===== src/rtl/priority_encoder1_4to2.sv =====
// 4-to-2 priority encoder with registered outputs.
// The most significant set bit of d wins; q carries its index and v flags
// that at least one request bit was set. Both outputs appear one clock
// after d is sampled. q is forced to 0 whenever v is 0, so there is never
// a stale index on the bus.
module priority_encoder1_4to2 (
  input  logic       clk,
  input  logic       reset,
  input  logic [3:0] d,
  output logic [1:0] q,
  output logic       v
);

  logic [1:0] next_code;
  logic       next_valid;

  // Pick the index of the highest set request bit; an empty vector encodes as 0.
  always_comb begin
    next_code  = 2'd0;
    next_valid = |d;
    casez (d)
      4'b1???: next_code = 2'd3;
      4'b01??: next_code = 2'd2;
      4'b001?: next_code = 2'd1;
      4'b0001: next_code = 2'd0;
      default: next_code = 2'd0;
    endcase
  end

  // Register the encoded result every cycle; a synchronous reset overrides the load.
  always_ff @(posedge clk) begin
    if (reset) begin
      q <= 2'd0;
      v <= 1'b0;
    end else begin
      q <= next_code;
      v <= next_valid;
    end
  end

endmodule


===== config.mk =====
export PLATFORM = sky130hd
export DESIGN_NAME = priority_encoder1_4to2
export DESIGN_NICKNAME = d
export VERILOG_FILES = /design/src/rtl/priority_encoder1_4to2.sv
export SDC_FILE = /design/constraint.sdc
export NUM_CORES = 1
export LEC_CHECK = 0
export CAP_MARGIN = 20
export CORE_AREA = 8 8 45 47
export DETAILED_ROUTE_END_ITERATION = 7
export DIE_AREA = 0 0 53 55
export GPL_TIMING_DRIVEN = 0
export PLACE_DENSITY_LB_ADDON = 0.05
export SLEW_MARGIN = 20
export SYNTH_ARGS = -nofsm -noshare
export SYNTH_HDL_FRONTEND = slang
export SYNTH_SLANG_ARGS = --single-unit

===== constraint.sdc =====
create_clock -name clk -period 0.8 [get_ports clk]
set_clock_uncertainty 0.2 [all_clocks]
set_input_delay 0.08 -clock clk [delete_from_list [all_inputs] [get_ports clk]]
set_output_delay 0.08 -clock clk [all_outputs]
set_load 0.1 [all_outputs]

Yosys cells after proc, flatten, opt, wreduce, memory -nomap -nowiden
Cells that the tools add are included.

word-level totals
  bits in registers = 3
  input bits = 6
  output and inout port bits = 3
  word-level logic and storage cells = 6

operators by class
  equal/unequal tests = 2
  mux-type cells = 1
  reductions and logical operators = 1

operators by type and width
  operator            number
  $pmux 2 s3          1
  $reduce_or 4->1     1
  $eq 3x1->1 const B  1
  $eq 2x1->1 const B  1

Depth between registers and ports, before layout
Gate-level depths: netlist of the first run.

  depth in word-level cells = 2
  mapped depth = 2

Least setup slack after synthesis of the first run
Ideal clock, no wire load.

  path kind = reg-to-output
  start = reg q[0]
  end = out q[0]
  data arrival time = 0.909 ns
  path slack = -0.389 ns
  cell stages (with the launch flop) = 1
  buffers on the path = 0
  cell sequence = dfxtp_1

RTL lines
  what                      line  RTL
  start: declaration        10    output logic [1:0] q,
  start signal: assignment  36    q <= next_code;

No word-level cell between the ends.

Worst setup path in the final report of the first run
  start = reg v
  end = out v

RTL lines
  what                      line  RTL
  start: declaration        11    output logic v
  start signal: assignment  37    v <= next_valid;

No word-level cell between the ends.

==> results.md, run 1 <==
- Outcome: finished, violations left
- Failing checks: hold timing, setup timing
- Slew Viols, Final: 0
- VDD IR-drop max: 0.000374 V
- Hold Slack: -0.0570 ns
- Most frequent cells after synthesis: dfxtp_1 (3), nor2_1 (3)
- Hold Buf Count CTS: 0
- Synth top area share: 63.2%
- Clk slew on worst S/H paths: 0.04 ns
- Die H: 55 um
- WS Path Type: flip-flop to primary output
- CP required: 0.52 ns
- Leak: 0.131 nW
- Die Area: 2920 sq um
- CP Launch Type: flip-flop
- Worst hold path class: primary input to flip-flop
- Vias after detailed routing: 106
- Critical path's largest stage delay: 0.34 ns
- Slew HR: 89.9%
- Syn_nets: 16
- Synth Register Bits: 3
- Setup WS post-layout: -0.216 ns
- GRT Residual Overflow: 0
- Largest net degree at the start of global routing: 4
- Starting DRT DRC Count: 0
- CTS tree: done
- Finished Layout Cells: 38
- Fraction of layout instances using a drive strength above 1: 59.1%
- Total clock sinks: 3
- Slowest stage cell, crit path: dfxtp_4
- Worst-path cell chain: buf_12
- Via density per instance: 2.79
- Final Setup Violations: 3
- Post-DR wirelength/cell: 8.03 um
- Area of the mapped netlist: 95.1 sq um
- Largest area contributor in the netlist: dfxtp_1
- Nets: 29
- CP top delay family: flip-flops
- Asr flop ratio synth: 0%
- Synth area leaders: dfxtp_1 (63%), nor2_1 (12%), a21oi_2 (9.2%)
- FMAX: 984 MHz
- RSZ-0062 raised after global routing: true
- Post-route DRC: 0
- Core area: 1380 sq um
- First-pass GRT wire length: 607 um
- CTS HTree Levels: 1
- Placement Cell Area: 206 sq um
- Cell Rows: 14
- Max Cap Viol: 0
- Total I/O pin count: 9
- Drt first pass iters: 1
- Crit-path max FO: 1
- Worst setup startpoint: v
- Initial antenna violation count: 0
- Synth warn: 0
- Tcrit/Tclk final: 127%
- WP buf/inv: 1
- Slew @ Worst Pin: 0.151 ns
- DP Cell Count: 34
- Final Hold Vio Count: 3
- Die X: 53 um
- IO buf count: 8
- Most frequently used flop master after synthesis: dfxtp_1
- Post-CTS setup buffer count: 0
- PD cells: 2090 nW/um^2
- P&R area growth vs syn: 195%
- CP Depth: 1
- Number of flops mapped to enable cells by yosys: 0
- Final RePlAce weighted congestion: 0.582
- Hpwl dp: 223 um
- Syn_area_per_cell: 9.51 sq um
- Tmin final: 1.02 ns
- Total track usage: 3.55%
- Final core occ: 20.3%
- Nature of the critical path endpoint: primary output
- Design area: 280 sq um
- Crit path to: v
- Synthesized instance count: 10
- Worst Path Arrival: 0.74 ns
- Final ANT Viol Nets: 0
- Yosys cell types: 6
- Initial Utilization: 6.87%
- Bufs on Longest Clock Path: 2
- Vias in the first global route: 145
- Clk root buf: clkbuf_4
- Register area share after synthesis: 63.2%
- Final WL: 305 um
- CTS buffer count: 3
- Inserted Diodes: 0
==> registers in the layout (all words and copies together) (netlist names) <==
name / flops
v: 1
q: 2
==> layout make-up <==
class	instances	area (sq um)
clock buffer	4	26.3
fill	149	1100
inverter	1	3.75
multi-input combinational	6	45.0
sequential	3	71.3
tap	16	20.0
timing repair buffer	8	114
==> worst min path at each step <==
stage,startpoint,to,depth (start not counted)
final,d[3],q[0],3
after global routing,d[3],q[0],3
after CTS,d[1],q[0],3
after detailed placement,d[3],q[0],3
after global placement,d[3],q[0],3
after floorplan,reset,q[0],1
==> report_power, final <==
group	leakage (nW)	switching (W)	total (W)	internal (W)
sequential	0.0266	0.00000751	0.000165	0.000158
clock	0.0150	0.0000762	0.000263	0.000187
combinational	0.0892	0.0000926	0.000158	0.0000651
total	0.131	0.000176	0.000586	0.000409
==> through the flow <==
step                TNS [ns]  setup slack, ns  power [W]
finish                -0.641           -0.216   0.000586
global route          -0.733           -0.249   0.000638
CTS                   -0.685           -0.232   0.000603
detailed placement     -3.45           -0.919   0.000294
global placement       -3.48           -0.918   0.000295
floorplan                  0           0.0162   0.000247
==> metal layers <==
layer	vias to the layer above	global-route usage, %	routed length, um
li1	54	-	-
met1	44	3.18	116
met2	8	3.13	147
met3	0	1.87	40
met4	0	9.05	0
met5	-	0	0
==> kinds of logic (layout without fill, tap and decap cells) <==
family | after synthesis | count (layout) | synth area share [%]
flip-flops | 3 | 3 | 63.2
buffers and inverters | 1 | 13 | 3.94
AND/OR/NAND/NOR | 4 | 4 | 18.4
AO/OA/AOI/OAI | 2 | 2 | 14.5
==> cell usage in the layout (no fill, tap or decap) <==
cell             count
clkbuf_4             3
buf_12               3
dfxtp_4              3
a21oi_2              2
nor2_1               2
clkdlybuf4s50_1      2
dlymetal6s2s_1       2
inv_1                1
nand2b_4             1
nor2_2               1
clkbuf_1             1
dlygate4sd2_1        1
==> what timing repair did <==
| action | CTS | global route |
|---|---|---|
| endpoints found under the setup margin | 4 | 6 |
| hold endpoints to repair | 0 | 3 |
| resized for setup | 29 | 4 |
| pin swaps | 0 | 1 |
No activity file was read; power rests on OpenSTA's default activity.
==> run 2, diff against run 1 <==
- DONT_BUFFER_PORTS: unset -> 1
==> run 2 against run 1 <==
The flow still finishes with violations (hold timing, setup timing). Routed wire length shrank 6.9%. First-iteration DRC count is the same. Worst hold slack lost 0.24 ns. Clock power is essentially flat. Critical path depth shrank 1. Die area is the same. Non-clock buffer count shrank 8. Sequential power grew 42%. Via count shrank 27%. Combinational power shrank 92%. Largest power group unchanged.
==> results.md, run 2 (synthesis results as in run 1) <==
- Post-route DRC: 0
- Die Area: 2920 sq um
- Die H: 55 um
- CTS HTree Levels: 1
- CTS tree: done
- Setup WS post-layout: -0.233 ns
- Tot Pwr: 0.000509 W
- Final Hold Vio Count: 3
- Leak: 0.0583 nW
- Via density per instance: 2.57
- Initial Utilization: 6.87%
- Cell Int Power: 0.000352 W
- Total track usage: 3.28%
- Fraction of layout instances using a drive strength above 1: 50.0%
- Drt first pass iters: 1
- Final ANT Viol Nets: 0
- Max reg flops: 2
- Core area: 1380 sq um
- Final RePlAce weighted congestion: 0.537
- CP Launch Type: flip-flop
- Worst setup startpoint: v
- Final Setup Violations: 3
- Clock network power share: 51.3%
- P&R area growth vs syn: 60.5%
- Slew Viols, Final: 0
- FMAX: 968 MHz
- PD cells: 3340 nW/um^2
- Total I/O pin count: 9
- Finished Layout Cells: 30
- Cts repair resizes: 0
- Total clock sinks: 3
- Clk root buf: clkbuf_4
- Biggest regs: q: 2 flops, v: 1 flops
- Final WL: 284 um
- RSZ-0062 raised after global routing: true
- Vias in the first global route: 122
- First-pass GRT wire length: 503 um
- Register area: 71.3 sq um
- WS Path Type: flip-flop to primary output
- Worst hold path class: primary input to flip-flop
- Nets: 21
- CP required: 0.52 ns
- Design area: 153 sq um
- Die X: 53 um
- Nature of the critical path endpoint: primary output
- Slew @ Worst Pin: 0.291 ns
- Setup tns final: -0.693 ns
- Clk slew on worst S/H paths: 0.04 ns
- Max Cap Viol: 0
- CTS buffer count: 3
- Sw Share: 30.9%
- GRT Residual Overflow: 0
- Seq pwr share: 46.1%
- Largest net degree at the start of global routing: 4
- VDD IR-drop max: 0.000353 V
- Initial antenna violation count: 0
- Largest Register: q
- Vias after detailed routing: 77
- Bufs on Longest Clock Path: 2
- DP Cell Count: 26
- Worst min-delay path startpoint: reset
- Placement Cell Area: 126 sq um
- Multi-input logic area: 31.3 sq um
- Outcome: finished, violations left
- Failing checks: hold timing, setup timing
- Fillers: 153
- Hold Slack: -0.298 ns
- Starting DRT DRC Count: 0
- Post-CTS setup buffer count: 0
- IO buf count: 0
- Inserted Diodes: 0
- Crit-path max FO: 1
- Slew HR: 80.7%
- Cell Rows: 14
- Post-DR wirelength/cell: 9.47 um
- Switching pwr: 0.000158 W
- Logic pwr share: 2.6%
- Tcrit/Tclk final: 129%
- Tmin final: 1.03 ns
- Worst Path Arrival: 0.75 ns
- Commonest non-fill, non-tap cells in the layout: nor2_1 (3), clkbuf_4 (3), dfxtp_4 (3)
==> run 2: path summary, 6_finish.rpt <==
| check | to | slack [ns] | cells after the start |
|---|---|---|---|
| max | v | -0.23 | 0 |
| min | q[0] | -0.30 | 1 |
==> run 2: power groups by stage <==
stage,combinational [W],sequential [W],clock [W]
3_3_place_gp,0.0000139,0.000238,0
4_1_cts,0.0000137,0.000236,0.000281
2_1_floorplan,0.0000111,0.000236,0
6_report,0.0000130,0.000235,0.000261
3_5_place_dp,0.0000136,0.000238,0
5_1_grt,0.0000167,0.000237,0.000308
==> run 2: routing by layer <==
layer | global-route usage (%) | vias to the layer above | wire (um)
li1 | - | 38 | -
met1 | 3.48 | 31 | 146
met2 | 1.76 | 8 | 103
met3 | 1.87 | 0 | 33
met4 | 9.05 | 0 | 0
met5 | 0 | - | 0
==> run 2: cell type report <==
class / count / area share (%)
flip-flops and latches: 3 / 46.7
multi-input cells: 6 / 20.5
inverters: 1 / 2.46
clock buffers: 4 / 17.2
well taps: 16 / 13.1
==> run 2: stage by stage <==
step,utilization (%),setup slack [ns]
after floorplan,-,0.0162
after global placement,9.13,0.00844
after detailed placement,9.13,0.00687
after CTS,11.0,-0.249
after global routing,11.0,-0.265
final,11.0,-0.233
==> run 2: repair_timing <==
action	4_1_cts	5_1_grt
pin swaps	0	0
gates cloned	0	0
endpoints found under the hold margin	3	3
setup endpoints to repair	3	3
==> run 3, diff against run 2 <==
- CAP_MARGIN: 20 -> unset
==> results of run 3 <==
The final DEF is identical to that of run 2; final timing and power are the same.
